### src/rtl/mod_sched_pkg.sv
// Shared types and defaults for the modulator frame scheduler.
// Latency: n/a (declarations only).
// Backpressure: n/a (declarations only).
package mod_sched_pkg;

  // Scheduler FSM states.
  typedef enum logic [1:0] {
    IDLE = 2'd0,
    SEND = 2'd1,
    GAP  = 2'd2
  } sched_state_t;

  // Default geometry: 128-bit frames, 4 clk per bit, 8 idle cycles per frame.
  localparam int FRAME_BITS_DEF = 128;
  localparam int BIT_DIV_DEF    = 4;
  localparam int GAP_CYC_DEF    = 8;

  // Bits per 16QAM symbol.
  localparam int SYM_BITS = 4;

  // Counter width able to hold 0..n-1; never narrower than one bit.
  function automatic int cnt_width(input int n);
    return (n <= 2) ? 1 : $clog2(n);
  endfunction

endpackage

### src/rtl/mod_frame_sched_rr_arb2.sv
// Two-way round-robin arbiter: picks one of two requesters, favouring the one
// not granted last when both ask. Latency: purely combinational, 0 cycles.
// Backpressure: grants only while advance is high; otherwise gnt is all zero.
//
// Ports:
//   req[1:0]   request lines, bit n = requester n
//   advance    arbiter may grant this cycle
//   last_grant id of the previously granted requester
//   gnt[1:0]   one-hot grant (zero when idle or not advancing)
//   gnt_id     id of the winning requester (meaningful when any req is set)
module rr_arb2 (
  input  logic [1:0] req,
  input  logic       advance,
  input  logic       last_grant,
  output logic [1:0] gnt,
  output logic       gnt_id
);

  always_comb begin
    gnt_id = 1'b0;
    if (req == 2'b11) begin
      // Tie: the requester that did not win last time goes next.
      gnt_id = ~last_grant;
    end else if (req == 2'b10) begin
      gnt_id = 1'b1;
    end

    gnt = 2'b00;
    if (advance && (|req)) begin
      gnt = gnt_id ? 2'b10 : 2'b01;
    end
  end

endmodule

### src/rtl/mod_frame_sched.sv
// Frame scheduler: round-robin grant of two frame sources, MSB-first serialiser with bit/symbol strobes.
// Latency: transfer on cycle T puts the first bit (with mod_en and both strobes) out on cycle T+1.
// Backpressure: readies only rise in IDLE, one requester at a time; requesters hold valid until ready.
//
// Ports:
//   clk, reset               single clock, asynchronous active-high reset
//   req0_valid/data/ready    payload source handshake (frame MSB sent first)
//   req1_valid/data/ready    pilot/preamble source handshake
//   serial_data              serial bit to the modulator (registered)
//   mod_en                   high for every cycle of a frame in flight (registered)
//   bit_strobe, sym_strobe   first clk of each bit / each 4-bit symbol (registered)
//   grant_id                 source of the current or most recent frame
//   frame_done               one-cycle pulse coincident with a frame's last clk
module mod_frame_sched
  import mod_sched_pkg::*;
#(
  parameter int FRAME_BITS = FRAME_BITS_DEF,
  parameter int BIT_DIV    = BIT_DIV_DEF,
  parameter int GAP_CYC    = GAP_CYC_DEF
) (
  input  logic                  clk,
  input  logic                  reset,
  input  logic                  req0_valid,
  input  logic [FRAME_BITS-1:0] req0_data,
  output logic                  req0_ready,
  input  logic                  req1_valid,
  input  logic [FRAME_BITS-1:0] req1_data,
  output logic                  req1_ready,
  output logic                  serial_data,
  output logic                  mod_en,
  output logic                  bit_strobe,
  output logic                  sym_strobe,
  output logic                  grant_id,
  output logic                  frame_done
);

  localparam int BW        = cnt_width(FRAME_BITS);
  localparam int DW        = cnt_width(BIT_DIV);
  localparam int GW        = cnt_width(GAP_CYC);
  localparam int SYM_IDX_W = $clog2(SYM_BITS);

  localparam logic [BW-1:0] BIT_LAST = BW'(FRAME_BITS - 1);
  localparam logic [DW-1:0] DIV_LAST = DW'(BIT_DIV - 1);
  localparam logic [GW-1:0] GAP_LAST = GW'((GAP_CYC > 0) ? GAP_CYC - 1 : 0);

  sched_state_t          state;
  logic [FRAME_BITS-1:0] shreg;
  logic [BW-1:0]         bit_cnt;
  logic [DW-1:0]         div_cnt;
  logic [GW-1:0]         gap_cnt;
  logic                  last_grant;

  // Arbitration
  logic [1:0]            gnt;
  logic                  arb_id;
  logic                  xfer;
  logic [FRAME_BITS-1:0] sel_data;

  // Reset is folded in so the readies read 0 while reset is held.
  rr_arb2 u_arb (
    .req        ({req1_valid, req0_valid}),
    .advance    ((state == IDLE) && !reset),
    .last_grant (last_grant),
    .gnt        (gnt),
    .gnt_id     (arb_id)
  );

  assign req0_ready = gnt[0];
  assign req1_ready = gnt[1];
  assign xfer       = |gnt;
  assign sel_data   = arb_id ? req1_data : req0_data;

  // Next-count lookahead. The strobes and frame_done are registered, so they
  // are computed from where the counters will be on the following cycle.
  logic                  div_wrap;
  logic                  frame_end;
  logic [BW-1:0]         bit_nxt;
  logic [DW-1:0]         div_nxt;
  logic [FRAME_BITS-1:0] shreg_nxt;

  always_comb begin
    div_wrap  = (div_cnt == DIV_LAST);
    frame_end = (bit_cnt == BIT_LAST) && div_wrap;
    bit_nxt   = div_wrap ? bit_cnt + 1'b1 : bit_cnt;
    div_nxt   = div_wrap ? '0 : div_cnt + 1'b1;
    shreg_nxt = {shreg[FRAME_BITS-2:0], 1'b0};
  end

  always_ff @(posedge clk or posedge reset) begin
    if (reset) begin
      state       <= IDLE;
      shreg       <= '0;
      bit_cnt     <= '0;
      div_cnt     <= '0;
      gap_cnt     <= '0;
      last_grant  <= 1'b1;
      grant_id    <= 1'b0;
      serial_data <= 1'b0;
      mod_en      <= 1'b0;
      bit_strobe  <= 1'b0;
      sym_strobe  <= 1'b0;
      frame_done  <= 1'b0;
    end else begin
      bit_strobe <= 1'b0;
      sym_strobe <= 1'b0;
      frame_done <= 1'b0;

      case (state)
        IDLE: begin
          serial_data <= 1'b0;
          mod_en      <= 1'b0;
          if (xfer) begin
            shreg       <= sel_data;
            grant_id    <= arb_id;
            last_grant  <= arb_id;
            bit_cnt     <= '0;
            div_cnt     <= '0;
            serial_data <= sel_data[FRAME_BITS-1];
            mod_en      <= 1'b1;
            bit_strobe  <= 1'b1;
            sym_strobe  <= 1'b1;
            state       <= SEND;
          end
        end

        SEND: begin
          if (frame_end) begin
            serial_data <= 1'b0;
            mod_en      <= 1'b0;
            gap_cnt     <= '0;
            state       <= (GAP_CYC == 0) ? IDLE : GAP;
          end else begin
            div_cnt <= div_nxt;
            bit_cnt <= bit_nxt;
            if (div_wrap) begin
              shreg       <= shreg_nxt;
              serial_data <= shreg_nxt[FRAME_BITS-1];
              bit_strobe  <= 1'b1;
              sym_strobe  <= (bit_nxt[SYM_IDX_W-1:0] == '0);
            end
            // Raised one cycle early so the pulse lands on the last clk.
            frame_done <= (bit_nxt == BIT_LAST) && (div_nxt == DIV_LAST);
          end
        end

        GAP: begin
          if (gap_cnt == GAP_LAST) begin
            state <= IDLE;
          end else begin
            gap_cnt <= gap_cnt + 1'b1;
          end
        end

        default: state <= IDLE;
      endcase
    end
  end

endmodule

### config.mk
export PLATFORM = sky130hd
export DESIGN_NAME = mod_frame_sched
export DESIGN_NICKNAME = d
export VERILOG_FILES = /design/src/rtl/mod_sched_pkg.sv /design/src/rtl/mod_frame_sched_rr_arb2.sv /design/src/rtl/mod_frame_sched.sv
export SDC_FILE = /design/constraint.sdc
export NUM_CORES = 1
export LEC_CHECK = 0
export CORE_UTILIZATION = 57
export DETAILED_ROUTE_END_ITERATION = 6
export DONT_BUFFER_PORTS = 1
export GPL_ROUTABILITY_DRIVEN = 0
export PLACE_DENSITY = 0.83
export SLEW_MARGIN = 15
export SYNTH_ARGS = -nofsm -noshare
export SYNTH_HDL_FRONTEND = slang
export SYNTH_HIERARCHICAL = 1
export SYNTH_SLANG_ARGS = --single-unit
export TNS_END_PERCENT = 5
### constraint.sdc
create_clock -name clk -period 4.2 [get_ports clk]
set_input_delay 0.42 -clock clk [delete_from_list [all_inputs] [get_ports clk]]
set_output_delay 0.42 -clock clk [all_outputs]
set_load 0.02 [all_outputs]
[Yosys cells after proc, flatten, opt, wreduce, memory -nomap -nowiden]
Index checks and enable logic that the tools add are counted.
Cells by class
  eq/ne operators: 16
  add/sub/neg operators: 3
  reduce and logical (&&, ||, !) cells: 18
  bitwise gates (word level): 1
  muxes and demuxes: 39
Operators with widths (count)
  two-way mux 127 bit: 3
  one-hot mux 127 bit (2 select lines): 1
  two-way mux 128 bit: 1
  two-way mux 7 bit: 3
  two-way mux 2 bit: 8
  == test 7 bit, second input constant: 2
  one-hot mux 7 bit (2 select lines): 1
  two-way mux 1 bit: 13
  inequality test 2 bit, second input constant: 6
  == test 2 bit, second input constant: 5
  AND reduction 3 bit: 3
  one-hot mux 1 bit (2 select lines): 4
  adder 7 x 1 -> 7 bit, second input constant: 1
  two-way mux 3 bit: 2
  one-hot mux 2 bit (3 select lines): 1
  one-hot mux 3 bit (2 select lines): 1
  AND reduction 2 bit: 3
  logical AND 1 bit: 4
  logical NOT 2 bit: 2
  one-hot mux 2 bit (2 select lines): 1
  AND reduction 4 bit: 1
  nonzero test 2 bit: 2
  OR reduction 2 bit: 2
  adder 3 x 1 -> 3 bit, second input constant: 1
  6 further kinds: 6
Word-level totals
  output and inout port bits: 8
  word-level logic and storage cells: 89
  bits in registers: 148
  input port bits: 260

[Logic depth before layout (Yosys ltp)]
Gate-level depths: netlist of run 1.
  depth after elaboration: 8
  depth in mapped cells: 10
  gate-level depth less buffers: 8

[Modules after synthesis]
Netlist of run 1, hierarchy kept.
Modules (own cells, without submodules)
  mod_frame_sched: area an instance 9011.1 um^2, cells each 816, seq. area each 3704.8 um^2, times used 1
  rr_arb2: area an instance 30.0 um^2, cells each 5, seq. area each 0.0 um^2, times used 1

[Worst setup path after synthesis of run 1]
OpenSTA, ideal clock, no wires.
  path type: reg2reg
  start: register state[0]
  end: register shreg[10]
  path slack: 1.817 ns
  clock period less this slack: 2.383 ns
  stages on the path, launching flop included: 11
  buffers on the path: 3
  data arrival time: 2.257 ns
  library setup time: 0.125 ns
  data required time: 4.075 ns
  path through: dfrtp_1 > buf_2 > nor3_1 > nand2_1 > a21oi_1 > nor2_1 > nor3_2 > a21oi_4 > buf_12 > buf_12 > mux2_4
Between the ends
  longest elaborated chain between the ends: 7
  elaborated cells between the ends (all ways): 12
  those cells by class: eq/ne: 4; mux: 2; reduce/logical: 6
RTL lines
  start: declaration: line mod_frame_sched.sv:46  | sched_state_t state;
  start signal: assignment: line mod_frame_sched.sv:131  | state <= (GAP_CYC == 0) ? IDLE : GAP;
  logical NOT 2 bit: line mod_frame_sched.sv:62  | .advance ((state == IDLE) && !reset),
  logical AND 1 bit: line mod_frame_sched.sv:62
  logical AND 1 bit: line mod_frame_sched_rr_arb2.sv:29  | if (advance && (|req)) begin
  two-way mux 2 bit: line mod_frame_sched_rr_arb2.sv:29
  via req0_ready: line mod_frame_sched.sv:25  | output logic req0_ready,
  OR reduction 2 bit: line mod_frame_sched.sv:70  | assign xfer = |gnt;
  inequality test 2 bit (no source line)
  AND reduction 4 bit (no source line)
  end signal: assignment: line mod_frame_sched.sv:113  | shreg <= sel_data;
  end signal: assignment: line mod_frame_sched.sv:136  | shreg <= shreg_nxt;
  end: declaration: line mod_frame_sched.sv:47  | logic [FRAME_BITS-1:0] shreg;
The timed path passes the listed nets, and every way through them passes these cells.
A chain may end at the register's enable or synchronous reset.

[Worst setup path after layout of run 1]
  start: register state[0]
  end: register shreg[36]
The elaborated chain is that of the path after synthesis.

==> impl_metrics.csv, run 1 <==
group,metric,value,unit
outcome,status,"completed",
floorplanning,rows,45,
routing,drt_iter0_drc,271,
clock_tree,root_buffer,"clkbuf_16",
place,port-buffer-count,0,
floorplanning,die_w,127.9,um
finish,final_net_count,1046,
finish,final_cell_area,0.009508,mm^2
floorplanning,start_util,59.04,%
sta,finClkSkew,9.803,ps
finish,diodes,0,
critical_path,crit_path_max_fanout,128,
sta,period_needed,2922,ps
clock_tree,cts.clk_slew.worst_paths,60,ps
clock_tree,cts_resized,0,
clock_tree,clockBufferDepth,2,
clock_tree,clock_latency,420,ps
routing,antenna_left,0,
place,dp_hpwl,11910,um
critical_path,crit_arrival,3210,ps
power,ir_worst_vdd,451.6,uV
synth,ys_warn_count,6,
synth,synth-async-reset-ratio,100.0,%
routing,drt-pass1-iter-count,5,
sta,hold_viol,0,
synth,synth_area,0.009041,mm^2
global_route,grt_pass1_vias,5600,
power,totalPowerFinal,0.007103,W
sta,rsz0062_at_grt,"no",
clock_tree,cts_buffers,17,
synth,synthCells,821,
synth,ys_ff_latch,148,
global_route,antenna_found_initial,0,
synth,ys_seq_area_share,40.98,%
critical_path,path_cells,"nor3_1 > nand2_1 > a21oi_1 > nor2_1 > nor3_2 > a21oi_4 > buf_12 > mux2_4",
finish,n_fill_cell,1265,
critical_path,worstPathRequired,4490,ps
clock_tree,cts_hold_buffers,0,
synth,synth_area_leaders,"dfrtp_1 (41%), mux2_4 (17%), mux2i_1 (14%)",
global_route,grt_max_degree,263,
finish,areaGrowthSynthToFinish,5.162,%
critical_path,max_stage_delay,500,ps
place,dpl_cell_area,0.008907,mm^2
floorplanning,fp.dieArea,0.01637,mm^2
sta,hold_slack,14.22,ps
power,leakage,4.682,nW
sta,relSlewSlack,29.97,%
global_route,grt_pass1_wl,27790,um
global_route,gr-usage-all-layers,22.07,%
clock_tree,ctsHtreeMaxLevel,4,
synth,synth_top_area_share,40.69,%
routing,drt-wirelength-per-cell,17.60,um
clock_tree,post-cts-setup-buffers,0,
routing,drc_errors,0,
min_path,min_path_type,"input pin to asynchronous set/reset pin",
floorplanning,die_h,127.9,um
synth,synth_top_area_cell,"dfrtp_1",
critical_path,crit_type,"flip-flop to flip-flop",
sta,worst-slew-pin-transition,1050,ps
sta,final.period_utilization,69.56,%
floorplanning,io_pins,268,
critical_path,worst-path-buf-inv,1,
sta,fmax,342.3,MHz
sta,finalSetupTns,0,ps
finish,drive_above_1_share,19.42,%
synth,synthFlopType,"dfrtp_1",
place,pre_cts_ws,1507,ps
synth,synth.avg_cell_area,11.01,um^2
floorplanning,core,0.01531,mm^2
synth,synth-edff-count,0,
routing,vias,5833,
critical_path,start_kind,"flip-flop",
power,cellPowerDensity,747.1,mW/mm^2
global_route,gr-total-overflow,0,
clock_tree,cts_tree,"done",
sta,setup_ws,1278,ps
synth,synthDistinctLibCells,49,
clock_tree,cts_sinks,148,
routing,drt_wl_total,17670,um
routing,routed_via_density,5.810,
critical_path,endpoint_kind,"flip-flop",
synth,synth_fp_nets,1086,
sta,drv_slew,0,
critical_path,critical_path.top_delay_family,"simple AND/OR/NAND/NOR gates",
job,drv_cap,0,
critical_path,crit_slowest_cell,"dfrtp_1",
sta,final-setup-viol-count,0,
==> cells in the mapped netlist (all sizes together), types with 2 or more instances <==
cell type    n
a211o        2
a21o         2
a21oi        6
a31oi        3
and2         2
and3         3
buf         41
clkbuf      23
dfrtp      147
ha           5
inv          8
mux2       125
mux2i      130
nand2      142
nand2b       2
nand3        4
nand4        5
nor2         9
nor2b        3
nor3         6
o21a         3
o21ai      131
o31ai        3
xnor2        3
==> metal layers <==
| metal | track usage (%) | up-vias | part of all wire (%) | wire [um] |
|---|---|---|---|---|
| met5 | 0 | - | 0 | 0 |
| met3 | 4.674 | 23 | 5.1 | 904 |
| li1 | - | 2797 | - | - |
| met2 | 37.31 | 215 | 49 | 8740 |
| met4 | 7.543 | 0 | 1.8 | 311 |
| met1 | 28.13 | 2798 | 44 | 7711 |
==> worst reg2reg max path, stage by stage (launching register included) <==
cell	delay [ps]
dfrtp_1	500
nor3_1	270
nand2_1	80
a21oi_1	410
nor2_1	140
nor3_2	300
a21oi_4	60
buf_12	250
mux2_4	780
==> area by class of cell <==
| type | count | area, um^2 | area share [%] |
|---|---|---|---|
| well taps | 211 | 264.0 | 2.777 |
| clock inverters | 10 | 130.1 | 1.369 |
| repair buffers | 5 | 87.58 | 0.9212 |
| inverters | 8 | 33.78 | 0.3553 |
| clock buffers | 21 | 470.5 | 4.948 |
| multi-input cells | 601 | 4817 | 50.66 |
| flip-flops and latches | 148 | 3705 | 38.97 |
==> cell families after synthesis <==
kind of cell | Yosys count | synth area share, %
DFF | 148 | 40.98
xor gates and xnor gates | 4 | 0.3876
adders and majority gates | 5 | 0.6919
and+or+nand+nor | 180 | 8.469
AOI/OAI and AO/OA | 157 | 9.535
buffers and inverters | 72 | 5.826
muxes | 255 | 34.11
==> worst paths after layout <==
check | cells past startpoint | slack (ps) | to | startpoint
worst max-delay path | 8 | 1280 | shreg[36] | state[0]
worst min-delay path | 1 | 10 | serial_data | reset
worst max register to register | 8 | 1280 | shreg[36] | state[0]
worst min register to register | 1 | 490 | shreg[0] | shreg[0]
max in group asynchronous | 2 | 3270 | shreg[47] | reset
min in group clk | 3 | 310 | shreg[118] | req0_data[118]
==> cell usage in the layout, fill, tap and decap left out, types with 2 or more instances in the layout <==
cell type | netlist | routed
inv_1 | 8 | 7
nand3_1 | 3 | 3
and3_1 | 2 | 2
o21a_1 | 2 | 2
clkbuf_16 | 0 | 17
clkinvlp_4 | 0 | 3
nand4_1 | 5 | 5
clkbuf_8 | 1 | 3
nor2_1 | 9 | 9
mux2_1 | 17 | 17
a211o_1 | 2 | 2
clkinv_2 | 0 | 5
xnor2_1 | 3 | 3
nand2b_1 | 2 | 2
a31oi_1 | 3 | 3
a21o_1 | 2 | 2
o31ai_1 | 3 | 3
nand2_1 | 142 | 142
and2_1 | 2 | 2
a21oi_1 | 5 | 5
mux2_4 | 100 | 100
buf_12 | 11 | 4
dfrtp_1 | 147 | 147
nor3_1 | 5 | 5
ha_1 | 5 | 5
o21ai_0 | 131 | 131
mux2i_1 | 130 | 130
mux2_2 | 8 | 8
bufinv_16 | 0 | 3
nor2b_1 | 2 | 2
==> per-stage QoR <==
stage | util, % | std cells
after floorplan | - | 821
after global placement | 58.16 | 973
after detailed placement | 58.16 | 973
after CTS | 62.08 | 1004
after global routing | 62.08 | 1004
final | 62.08 | 1004
==> power by group <==
| part | internal, W | total [W] | switching, W | leakage, nW |
|---|---|---|---|---|
| combinational | 0.00171 | 0.00300 | 0.00129 | 2.58 |
| sequential | 0.00212 | 0.00256 | 0.000446 | 1.81 |
| clock | 0.000973 | 0.00154 | 0.000571 | 0.294 |
==> sequential cells by signal, indices dropped and copies added (netlist names) <==
register	count
frame_done	1
sym_strobe	1
shreg	127
serial_data	1
mod_en	1
bit_strobe	1
div_cnt	2
gap_cnt	3
last_grant	1
bit_cnt	7
state	2
grant_id	1
Power figures use the tool's default switching activity.
==> inputs of run 2 (changes only) <==
- PLACE_DENSITY: 0.83 -> 0.8
- clock period: 4.2 -> 3 ns (I/O delays scaled with it)
==> impl_metrics.csv, run 2 (synthesis gave the netlist of run 1 again) <==
group,metric,value,unit
outcome,status,"completed",
global_route,grt_pass1_vias,5421,
floorplanning,die_w,127.9,um
sta,relSlewSlack,37.50,%
sta,rsz0062_at_grt,"no",
critical_path,crit_type,"flip-flop to flip-flop",
critical_path,worstPathRequired,3290,ps
finish,final_common_cell,"dfrtp_1",
power,leakage,4.756,nW
floorplanning,rows,45,
finish,multi_input_area,0.004817,mm^2
finish,final_net_count,1055,
sta,drv_slew,0,
routing,drt_iter0_drc,257,
power,swShare,32.36,%
place,port-buffer-count,0,
routing,drt-wirelength-per-cell,17.07,um
floorplanning,core,0.01531,mm^2
clock_tree,clockBufferDepth,2,
routing,routed_via_density,5.686,
finish,largest_register_ffs,127,
routing,vias,5766,
global_route,gr-total-overflow,0,
finish,areaGrowthSynthToFinish,6.781,%
power,seq_power_share,35.4,%
floorplanning,start_util,59.04,%
power,comb_power_share,42.5,%
global_route,grt_pass1_wl,27320,um
power,cellPowerDensity,1041,mW/mm^2
critical_path,endpoint_kind,"flip-flop",
sta,final-setup-viol-count,0,
critical_path,start_kind,"flip-flop",
sta,finalSetupTns,0,ps
min_path,min_path_type,"input pin to flip-flop",
finish,seq_area,0.003705,mm^2
power,totalPowerFinal,0.01005,W
place,placed_cells,981,
clock_tree,ctsHtreeMaxLevel,4,
floorplanning,die_h,127.9,um
sta,final.period_utilization,82.29,%
critical_path,crit_arrival,2760,ps
routing,drt_wl_total,17310,um
power,power.internal,0.006799,W
power,p_clk_share,22.1,%
global_route,gr-usage-all-layers,21.66,%
routing,drc_errors,0,
sta,finClkSkew,7.733,ps
floorplanning,io_pins,268,
sta,period_needed,2469,ps
place,dp_hpwl,11640,um
finish,drive_above_1_share,20.05,%
clock_tree,root_buffer,"clkbuf_16",
routing,drt-pass1-iter-count,4,
power,power_switching,0.003253,W
floorplanning,fp.dieArea,0.01637,mm^2
job,drv_cap,0,
clock_tree,post-cts-setup-buffers,0,
clock_tree,cts.clk_slew.worst_paths,60,ps
global_route,grt_max_degree,144,
sta,fmax,405.1,MHz
finish,final_cell_mix,"dfrtp_1 (147), nand2_1 (142), o21ai_0 (131)",
clock_tree,cts_buffers,17,
critical_path,crit_path_max_fanout,28,
finish,diodes,0,
global_route,antenna_found_initial,0,
finish,stdcell_count,1014,
finish,top_register,"shreg",
clock_tree,cts_sinks,148,
routing,antenna_left,0,
finish,n_fill_cell,1232,
finish,fin_util,63.04,%
clock_tree,clock_latency,420,ps
sta,hold_viol,0,
clock_tree,cts_tree,"done",
power,ir_worst_vdd,654.3,uV
sta,worst-slew-pin-transition,935.6,ps
finish,top_regs,"shreg x127, bit_cnt x7, gap_cnt x3",
[run 2: worst max-delay path, cell delays in order, from the launching register on]
cell and delay, ps:
dfrtp_1 480, ha_1 340, nand3_1 170, o21a_4 240, a21oi_4 260, buf_12 250, buf_12 250, mux2_4 330
[run 2: through the flow]
step	worst slack (ps)	area, um^2	hold slack (ps)
after detailed placement	577.4	9030	410.8
after global routing	414.4	9654	182.1
after global placement	646.7	9030	418.9
final	531.3	9654	192.9
after CTS	548.7	9654	183.3
after floorplan	617.4	9045	450.0
[run 2: path summary, 6_finish.rpt]
path,from,endpoint,slack (ps),depth (start not counted)
setup / recovery,bit_cnt[0],shreg[87],530,7
hold / removal,req0_data[116],shreg[116],190,3
setup reg to reg,bit_cnt[0],shreg[87],530,7
hold reg to reg,shreg[0],shreg[0],480,1
max in group asynchronous,reset,shreg[126],1690,3
min in group asynchronous,reset,shreg[97],560,2
[run 2: per-layer routing]
layer / track usage (%) / vias up / share of wire [%]
met5: 0 / - / 0
li1: - / 2828 / -
met4: 6.021 / 0 / 0.96
met1: 29.70 / 2721 / 46
met3: 4.925 / 14 / 5.4
met2: 34.56 / 203 / 47
[run 2: final cells by class]
| class | count | area share, % |
|---|---|---|
| multi-input combinational | 601 | 49.90 |
| tap | 211 | 2.735 |
| inverter | 8 | 0.3499 |
| clock buffer | 20 | 4.523 |
| clock inverter | 12 | 1.840 |
| timing repair buffer | 14 | 2.281 |
| sequential | 148 | 38.37 |
[run 2: power by group through the flow]
| stage | Sequential (W) | Combinational, W | Clock (W) |
|---|---|---|---|
| final | 0.00356 | 0.00427 | 0.00222 |
| after detailed placement | 0.00356 | 0.00430 | 0 |
| after global routing | 0.00368 | 0.00474 | 0.00236 |
| after floorplan | 0.00340 | 0.00399 | 0 |
| after CTS | 0.00355 | 0.00432 | 0.00226 |
| after global placement | 0.00354 | 0.00415 | 0 |
[run 2: what timing repair did]
action	4_1_cts	5_1_grt
hold buffers	1	0
endpoints found under the hold margin	34	0
gates resized for setup	0	0
